## config.mk

```make
export PLATFORM = sky130hd
export DESIGN_NAME = sound_player
export DESIGN_NICKNAME = d
export VERILOG_FILES = /design/src/rtl/frogger_pkg.sv /design/src/rtl/tone_gen.sv /design/src/rtl/sound_player.sv
export SDC_FILE = /design/constraint.sdc
export NUM_CORES = 1
export LEC_CHECK = 0
export CORE_AREA = 2 2 96 70
export DETAILED_ROUTE_END_ITERATION = 7
export DIE_AREA = 0 0 98 72
export PLACE_DENSITY = 0.75
export SYNTH_ARGS = -nofsm -noshare
export SYNTH_HDL_FRONTEND = slang
export SYNTH_SLANG_ARGS = --single-unit
```

## constraint.sdc

```tcl
create_clock -name clk -period 3.92 [get_ports clk]
set_input_delay 1.176 -clock clk [delete_from_list [all_inputs] [get_ports clk]]
set_output_delay 1.176 -clock clk [all_outputs]
set_load 0.02 [all_outputs]
```

## src/rtl/frogger_pkg.sv

```systemverilog
// frogger_pkg: sound codes, note/duration tables and half-period helper shared by the sound player.
package frogger_pkg;
  typedef enum logic [1:0] {UI_PRESS = 2'd0, NEXTLEVEL = 2'd1, CRASH = 2'd2, CELEBRATION = 2'd3} sound_t;
  typedef enum logic {IDLE = 1'b0, PLAY = 1'b1} state_t;
  // Lowest audible note in any table; sizes the half-period counter.
  localparam int unsigned MIN_HZ = 125;
  localparam int unsigned NOTE_HZ [4][4] = '{
    '{1000, 0, 0, 0},
    '{500, 1000, 0, 0},
    '{250, 0, 125, 0},
    '{500, 625, 1000, 1250}
  };
  localparam logic [7:0] DUR_TICKS [4][4] = '{
    '{8'd30, 8'd0, 8'd0, 8'd0},
    '{8'd60, 8'd60, 8'd0, 8'd0},
    '{8'd100, 8'd50, 8'd150, 8'd0},
    '{8'd40, 8'd40, 8'd40, 8'd120}
  };
  localparam logic [2:0] STEP_CNT [4] = '{3'd1, 3'd2, 3'd3, 3'd4};
  function automatic int unsigned half_period(int unsigned clk_hz, int unsigned f);
    return f == 0 ? 0 : clk_hz / (2 * f);
  endfunction
endpackage

```

## src/rtl/tone_gen.sv

```systemverilog
// tone_gen: square wave toggling every half_period cycles; half_period=0 is silence.
module tone_gen #(
  parameter int W = 17
) (
  input  logic         clk,
  input  logic         reset,
  input  logic         restart,
  input  logic [W-1:0] half_period,
  output logic         sq
);
  logic [W-1:0] cnt_q, cnt_d;
  logic sq_q, sq_d, wrap, hold;
  assign wrap = cnt_q == half_period - 1'b1;
  assign hold = restart || half_period == '0;
  always_comb begin
    cnt_d = (hold || wrap) ? '0 : cnt_q + 1'b1;
    sq_d = hold ? 1'b0 : sq_q ^ wrap;
  end
  always_ff @(posedge clk) begin
    if (reset) begin
      cnt_q <= '0;
      sq_q <= 1'b0;
    end else begin
      cnt_q <= cnt_d;
      sq_q <= sq_d;
    end
  end
  assign sq = sq_q;
endmodule

```

## src/rtl/sound_player.sv

```systemverilog
// sound_player: plays fixed note sequences as a square wave, with restart on a new request.
module sound_player #(
  parameter int CLK_HZ = 25_000_000,
  parameter int TICK_HZ = 1000
) (
  input  logic       clk,
  input  logic       reset,
  input  logic [1:0] soundselector,
  input  logic       playsound,
  input  logic       mute,
  output logic       audio_out,
  output logic       busy,
  output logic       done
);
  import frogger_pkg::*;
  localparam int TICK_DIV = CLK_HZ / TICK_HZ;
  localparam int PW = $clog2(TICK_DIV);
  localparam int HPW = $clog2(half_period(CLK_HZ, MIN_HZ) + 1);
  state_t state_q, state_d;
  sound_t sel_q, sel_d;
  logic [1:0] step_q, step_d;
  logic [PW-1:0] pre_q, pre_d;
  logic [7:0] dur_q, dur_d;
  logic play_q, trig, tick_end, step_end, last_end, restart, clear, sq;
  logic [HPW-1:0] hp_tab [4][4];
  for (genvar s = 0; s < 4; s++) begin : g_s
    for (genvar t = 0; t < 4; t++) begin : g_t
      assign hp_tab[s][t] = HPW'(half_period(CLK_HZ, NOTE_HZ[s][t]));
    end
  end
  assign trig = playsound & ~play_q;
  assign tick_end = pre_q == PW'(TICK_DIV - 1);
  assign step_end = state_q == PLAY && tick_end && dur_q == DUR_TICKS[sel_q][step_q] - 8'd1;
  assign last_end = step_end && {1'b0, step_q} + 3'd1 == STEP_CNT[sel_q];
  assign restart = trig | step_end;
  assign clear = restart || state_q == IDLE;
  // A new request always beats the natural end of the sequence.
  always_comb begin
    state_d = trig ? PLAY : last_end ? IDLE : state_q;
    sel_d = trig ? sound_t'(soundselector) : sel_q;
    step_d = trig ? 2'd0 : (step_end && !last_end) ? step_q + 2'd1 : step_q;
    pre_d = (clear || tick_end) ? '0 : pre_q + 1'b1;
    dur_d = clear ? '0 : dur_q + 8'(tick_end);
  end
  always_ff @(posedge clk) begin
    if (reset) begin
      state_q <= IDLE;
      sel_q <= UI_PRESS;
      step_q <= '0;
      pre_q <= '0;
      dur_q <= '0;
      play_q <= 1'b0;
    end else begin
      state_q <= state_d;
      sel_q <= sel_d;
      step_q <= step_d;
      pre_q <= pre_d;
      dur_q <= dur_d;
      play_q <= playsound;
    end
  end
  tone_gen #(.W(HPW)) u_tone (
    .clk(clk),
    .reset(reset),
    .restart(restart),
    .half_period(hp_tab[sel_q][step_q]),
    .sq(sq)
  );
  assign busy = state_q == PLAY;
  assign done = last_end & ~trig;
  assign audio_out = sq & busy & ~mute & ~last_end;
endmodule

```

==> impl_metrics.json, run 1 <==
{
  "first_pass_iters": 4,
  "finalNetCount": 478,
  "clkPwrFrac": 0.317,
  "totalWireLength_um": 8246,
  "grt_max_degree": 19,
  "fmax_mhz": 236.0,
  "ios": 9,
  "synth_edf_count": 0,
  "synth_cell_types": 61,
  "cts-htree-levels": 2,
  "place.gp.congestion": 0.9718,
  "worst_pin_slew_ns": 0.6149,
  "path_class": "flop to primary output",
  "overflow": 0,
  "skew_ns": 0.01547,
  "cp.arrival_ns": 3.06,
  "initialDrtViolationCount": 159,
  "drive_gt1_frac": 0.2484,
  "outcome": "finished with violations",
  "grt_first_pass_wirelength_um": 13590,
  "ys_top_cells_by_area": "dfxtp_1 (28%), xnor2_1 (8.4%), xor2_1 (7.6%), nor2_1 (5.5%), ha_1 (5.2%)",
  "cts_buffers": 5,
  "antenna_found_initial": 0,
  "drv_cap": 0,
  "synth.yosys.seq_area_share": 0.2812,
  "start_util": 0.5489,
  "worst_ep_required_time_ns": 2.74,
  "drcViolationCount": 0,
  "ant_nets": 0,
  "synthArstFlopShare": 0,
  "grt_setup_unrepaired": "yes",
  "relSlewSlack": 0.5889,
  "peakVddDrop_uv": 167.8,
  "power.internal_w": 0.0006861,
  "insertedDiodeCount": 0,
  "crit_fanout": 4,
  "yosys.area.top_type": "dfxtp_1",
  "fin_ws_ns": -0.3182,
  "cts.clk_slew.worst_paths_ns": 0.10,
  "grt_usage": 0.2396,
  "power_density_nw_per_um2": 236.1,
  "critPathLaunchType": "flop",
  "end_kind": "primary output",
  "avgSynthCellArea_sq_um": 8.449,
  "syn_nets": 416,
  "core_area_sq_um": 6096,
  "grt_pass1_vias": 2873,
  "die_h_um": 72,
  "violations": "negative setup slack",
  "min_period_ns": 4.238,
  "fill_cells": 494,
  "vias": 3046,
  "hp-class": "flop to flop",
  "leakage_nw": 1.583,
  "area_growth_pct": 21.43,
  "placed_cells": 517,
  "synth_flop_cell": "dfxtp_1",
  "syn_area_sq_um": 3346,
  "syn_inst": 396,
  "yosys_warnings": 0,
  "synth_top_area_share": 0.2812,
  "cts_buffer_depth": 2,
  "setup_violations": 2,
  "post-dp-hpwl_um": 6151,
  "stdcell_count": 537,
  "clock-sinks": 47,
  "wl_per_cell_um": 15.36,
  "p_switching_w": 0.0002729,
  "hold_viol": 0,
  "timing.final.max_slew_violations": 0,
  "clockRootBuffer": "clkbuf_8",
  "dieWidth_um": 98,
  "swShare": 0.2846,
  "period_share": 1.081,
  "die-area_sq_um": 7056,
  "num_rows": 24,
  "setup_tns_ns": -0.5621,
  "clk_latency_ns": 0.32,
  "avgViaCountPerCell": 5.672,
  "tritoncts": "done",
  "portBuffers": 8,
  "combinationalPowerShare": 0.173,
  "ys_ff_latch": 47,
  "p_seq_frac": 0.510
}
-- cells in the final DEF, fill, tap and decap left out, types with 6 or more instances in the layout --
| cell | count |
|---|---|
| a21oi_1 | 15 |
| and3_1 | 9 |
| buf_4 | 61 |
| clkdlybuf4s50_1 | 6 |
| dfxtp_1 | 45 |
| ha_1 | 11 |
| inv_1 | 14 |
| nand2_1 | 17 |
| nand3_1 | 25 |
| nor2_1 | 49 |
| nor3_1 | 11 |
| nor3_2 | 14 |
| o21ai_0 | 6 |
| xnor2_1 | 32 |
| xor2_1 | 29 |
-- critical path, cell delays in order, from the launching register on --
cell and delay, ns:
dfxtp_4 0.39, inv_8 0.08, ha_4 0.13, nand3b_1 0.16, o31a_1 0.19, ha_1 0.30
xor2_1 0.17, and3_1 0.21, nand3b_1 0.07, or4_1 0.42, nor3_2 0.15, o21ai_1 0.10
o21ai_2 0.16, nor3b_2 0.06, buf_2 0.15
-- layer usage --
layer,global-route usage,vias up,wire (um)
met3,0.05588,14,515
met5,0,-,0
met1,0.3258,1434,3912
met2,0.3843,75,3716
li1,-,1523,-
met4,0.06944,0,102
-- kinds of logic after synthesis --
family,after synthesis,share of synthesized area
buffers and inverters,32,0.05347
DFF,47,0.2812
xor gates and xnor gates,61,0.1597
AOI/OAI and AO/OA,60,0.1298
and+or+nand+nor,173,0.2921
adders and majority gates,14,0.05236
muxes,9,0.03141
-- synthesized netlist by cell type (all sizes together), types with 2 or more instances --
cell type  instances
nor3b              3
nor4               5
o21a               2
nand2b             3
nand3b             5
inv               17
mux2               2
or4bb              2
buf                9
o31ai              4
or2                2
xnor2             32
and4               2
a21oi             15
a211oi             3
nand3             25
xor2              29
clkbuf             6
or4                2
nand2             19
o21ai             12
nand4              5
nor3              25
and3              11
mux2i              6
and2               5
ha                14
o211ai             6
o211a              4
a31oi              2
dfxtp             47
nor2              49
o31a               5
nor2b              5
-- timing repair --
action | 4_1_cts | 5_1_grt
hold buffers | 0 | 0
setup endpoints to repair | 2 | 2
resized for setup | 27 | 8
buffers inserted | 9 | 3
pin swaps | 7 | 5
-- final cells by class --
cell class	instances	area (sq um)	area share
Tap cell	78	97.59	0.02402
Clock buffer	6	72.57	0.01786
Inverter	17	71.32	0.01755
Multi-Input combinational cell	317	2311	0.5688
Clock inverter	2	16.27	0.004004
Timing Repair Buffer	70	545.5	0.1343
Sequential cell	47	948.4	0.2334
-- stage by stage --
stage          cell area, sq um  utilization  setup WS, ns  total power (W)  hold WS, ns
2_1_floorplan              3356            -      0.003951        0.0005974       0.4297
3_3_place_gp               3794       0.6223       -0.3093        0.0006432       0.4892
3_5_place_dp               3794       0.6223       -0.4262        0.0006482       0.5007
4_1_cts                    3995       0.6554       -0.2973        0.0009586       0.5242
5_1_grt                    4063       0.6665       -0.4485         0.001007       0.5617
6_report                   4063       0.6665       -0.3182        0.0009590       0.5178
-- flip-flops by register name, indices dropped and copies added, names as in the netlist --
name	cells
u_tone.sq	1
pre_q	15
busy	1
step_q	2
play_q	1
dur_q	8
u_tone.cnt_q	17
sel_q	2
-- power groups by stage --
stage | combinational, W | sequential, W | clock [W]
2_1_floorplan | 0.0000981 | 0.000499 | 0
3_3_place_gp | 0.000145 | 0.000498 | 0
3_5_place_dp | 0.000150 | 0.000499 | 0
4_1_cts | 0.000158 | 0.000488 | 0.000313
5_1_grt | 0.000181 | 0.000490 | 0.000336
6_report | 0.000166 | 0.000489 | 0.000304
-- worst paths after layout --
path                                              from                     endpoint  slack (ns)  depth (start not counted)
worst max-delay path             sel_q[0]$_SDFFE_PP0P_                    audio_out       -0.32                         14
worst min-delay path              u_tone.sq$_SDFF_PP0_         u_tone.sq$_SDFF_PP0_        0.52                          2
worst max register to register  step_q[1]$_SDFFE_PP0P_  u_tone.cnt_q[16]$_SDFF_PP0_        0.53                         14
worst min register to register    u_tone.sq$_SDFF_PP0_         u_tone.sq$_SDFF_PP0_        0.52                          2
No activity file was read; power rests on OpenSTA's default activity.
==> inputs of run 2 (changes only) <==
==> constraint.sdc (replaced) <==
create_clock -name clk -period 3.92 [get_ports clk]
set_input_delay 1.176 -clock clk [delete_from_list [all_inputs] [get_ports clk]]
set_output_delay 1.176 -clock clk [all_outputs]
set_load 0.05 [all_outputs]
==> run 2 against run 1 <==
- the flow still finishes with violations (negative setup slack)
- first-iteration DRC count is 4.4% higher
- setup slack worse by 0.023 ns
- flip-flop and latch count stayed put
- final area is 3.7% lower
- wire length is 4.4% lower
- clock-buffer cell count is 1 lower
- non-clock buffer count is 32 lower
- die area stayed put
- maximum frequency is 0.54% lower
- hold slack worse by 0.053 ns
- critical endpoint unchanged
==> impl_metrics.json, run 2 (synthesized netlist as in run 1, its figures left out) <==
{
  "crit_fanout": 4,
  "finalNetCount": 446,
  "num_rows": 24,
  "drv_cap": 0,
  "rrSetupSlack_ns": 0.59,
  "cpPeakStageDelay_ns": 0.45,
  "area_growth_pct": 16.98,
  "drcViolationCount": 0,
  "cts_buffer_depth": 2,
  "violations": "negative setup slack",
  "setup_violations": 2,
  "fmax_mhz": 234.7,
  "crit_buf_inv": 3,
  "cp_top_family": "simple AND/OR/NAND/NOR gates",
  "first_pass_iters": 4,
  "dieWidth_um": 98,
  "path_class": "flop to primary output",
  "worst_pin_slew_ns": 0.6382,
  "relSlewSlack": 0.5726,
  "die-area_sq_um": 7056,
  "cts.clk_slew.worst_paths_ns": 0.10,
  "avgViaCountPerCell": 5.838,
  "mostFrequentLayoutCells": "nor2_1 (49), dfxtp_1 (44), xnor2_1 (32)",
  "ios": 9,
  "holdWs_ns": 0.4648,
  "tritoncts": "done",
  "ctsHoldBuffers": 0,
  "crit_slowest_cell": "or4_4",
  "period_share": 1.087,
  "worst_ep_required_time_ns": 2.74,
  "place.gp.congestion": 0.9002,
  "fill_cells": 494,
  "grt_max_degree": 26,
  "critPathLaunchType": "flop",
  "largest_reg_flops": 17,
  "ant_nets": 0,
  "die_h_um": 72,
  "setup_tns_ns": -0.4906,
  "power_density_nw_per_um2": 245.6,
  "hold_depth": 1,
  "cts_buffers": 5,
  "rr_worst_depth": 16,
  "cp.arrival_ns": 3.09,
  "path_depth": 15,
  "cts-htree-levels": 2,
  "leakage_nw": 1.442,
  "timing.final.max_slew_violations": 0,
  "regMostFlops": "u_tone.cnt_q",
  "grt_pass1_vias": 2756,
  "wl_per_cell_um": 15.61,
  "vias": 2948,
  "grt_usage": 0.2287,
  "reg_top3": "u_tone.cnt_q (17), pre_q (15), dur_q (8)",
  "peakVddDrop_uv": 136.7,
  "initialDrtViolationCount": 166,
  "post-dp-hpwl_um": 5676,
  "totalWireLength_um": 7884,
  "overflow": 0,
  "skew_ns": 0.01563,
  "end_kind": "primary output",
  "hold_viol": 0,
  "fin_ws_ns": -0.3412,
  "path_cells": "inv_6 > ha_4 > mux2i_4 > o21ai_2 > inv_1 > ha_1 > xor2_1 > and3_1 > nand3b_1 > or4_4 > nor3_4 > o21ai_2 > o21ai_2 > nor3b_4 > buf_6",
  "clk_latency_ns": 0.31,
  "clock-sinks": 47,
  "layout_commonest_cell": "nor2_1",
  "utilization": 0.6420,
  "portBuffers": 8,
  "outcome": "finished with violations",
  "start_util": 0.5489,
  "drive_gt1_frac": 0.2084,
  "critPathMostFrequentCell": "o21ai_2",
  "antenna_found_initial": 0,
  "hp-class": "flop to flop",
  "grt_setup_unrepaired": "yes",
  "insertedDiodeCount": 0,
  "min_period_ns": 4.261,
  "core_area_sq_um": 6096,
  "clockRootBuffer": "clkbuf_8",
  "grt_first_pass_wirelength_um": 13220
}
[run 2: report_power, final]
| group | leakage (nW) | switching [W] | total, W | internal, W |
|---|---|---|---|---|
| registers | 0.382 | 0.00000754 | 0.000489 | 0.000481 |
| clock network | 0.0485 | 0.000177 | 0.000305 | 0.000128 |
| logic | 1.01 | 0.0000934 | 0.000167 | 0.0000737 |
[run 2: through the flow]
step	cell area, sq um	setup slack [ns]	total power [W]	instances
after floorplan	3381	-0.04382	0.0006012	396
after CTS	3826	-0.2348	0.0009556	500
final	3914	-0.3412	0.0009610	505
after global placement	3608	-0.01085	0.0006410	488
after detailed placement	3608	-0.08575	0.0006436	488
after global routing	3914	-0.5358	0.001003	505
[run 2: worst paths after layout]
kind | from | to
min | pre_q[0]$_SDFF_PP0_ | pre_q[0]$_SDFF_PP0_
min reg2reg | pre_q[0]$_SDFF_PP0_ | pre_q[0]$_SDFF_PP0_
max | sel_q[0]$_SDFFE_PP0P_ | audio_out
max reg2reg | sel_q[1]$_SDFFE_PP0P_ | u_tone.cnt_q[16]$_SDFF_PP0_
[run 2: worst reg2reg max path, stage by stage (launching register included)]
cell	delay [ns]
dfxtp_4	0.41
buf_6	0.10
buf_6	0.10
ha_4	0.14
buf_4	0.14
nand3b_1	0.14
o21ai_1	0.23
inv_1	0.08
ha_1	0.26
xnor2_1	0.15
xnor2_1	0.12
nor4_1	0.41
o221ai_1	0.20
nor3_1	0.14
and4_1	0.21
buf_4	0.26
nor3_1	0.08
[run 2: what timing repair did]
action,CTS,global route
buffers inserted,4,5
endpoints found under the setup margin,2,2
endpoints found under the hold margin,0,0
resized for setup,20,12
pin swaps,8,7
[run 2: layout make-up]
| type | instances | area, sq um | share of cell area |
|---|---|---|---|
| Clock buffer | 5 | 68.82 | 0.01758 |
| Multi-Input combinational cell | 317 | 2371 | 0.6058 |
| Tap cell | 78 | 97.59 | 0.02494 |
| Clock inverter | 3 | 22.52 | 0.005754 |
| Sequential cell | 47 | 949.7 | 0.2426 |
| Inverter | 17 | 68.82 | 0.01758 |
| Timing Repair Buffer | 38 | 335.3 | 0.08568 |
[run 2: metal layers]
layer	track usage	vias to the layer above	wire [um]
met3	0.04143	8	425
li1	-	1458	-
met5	0	-	0
met1	0.3301	1395	3866
met4	0.05710	0	74
met2	0.3569	87	3517
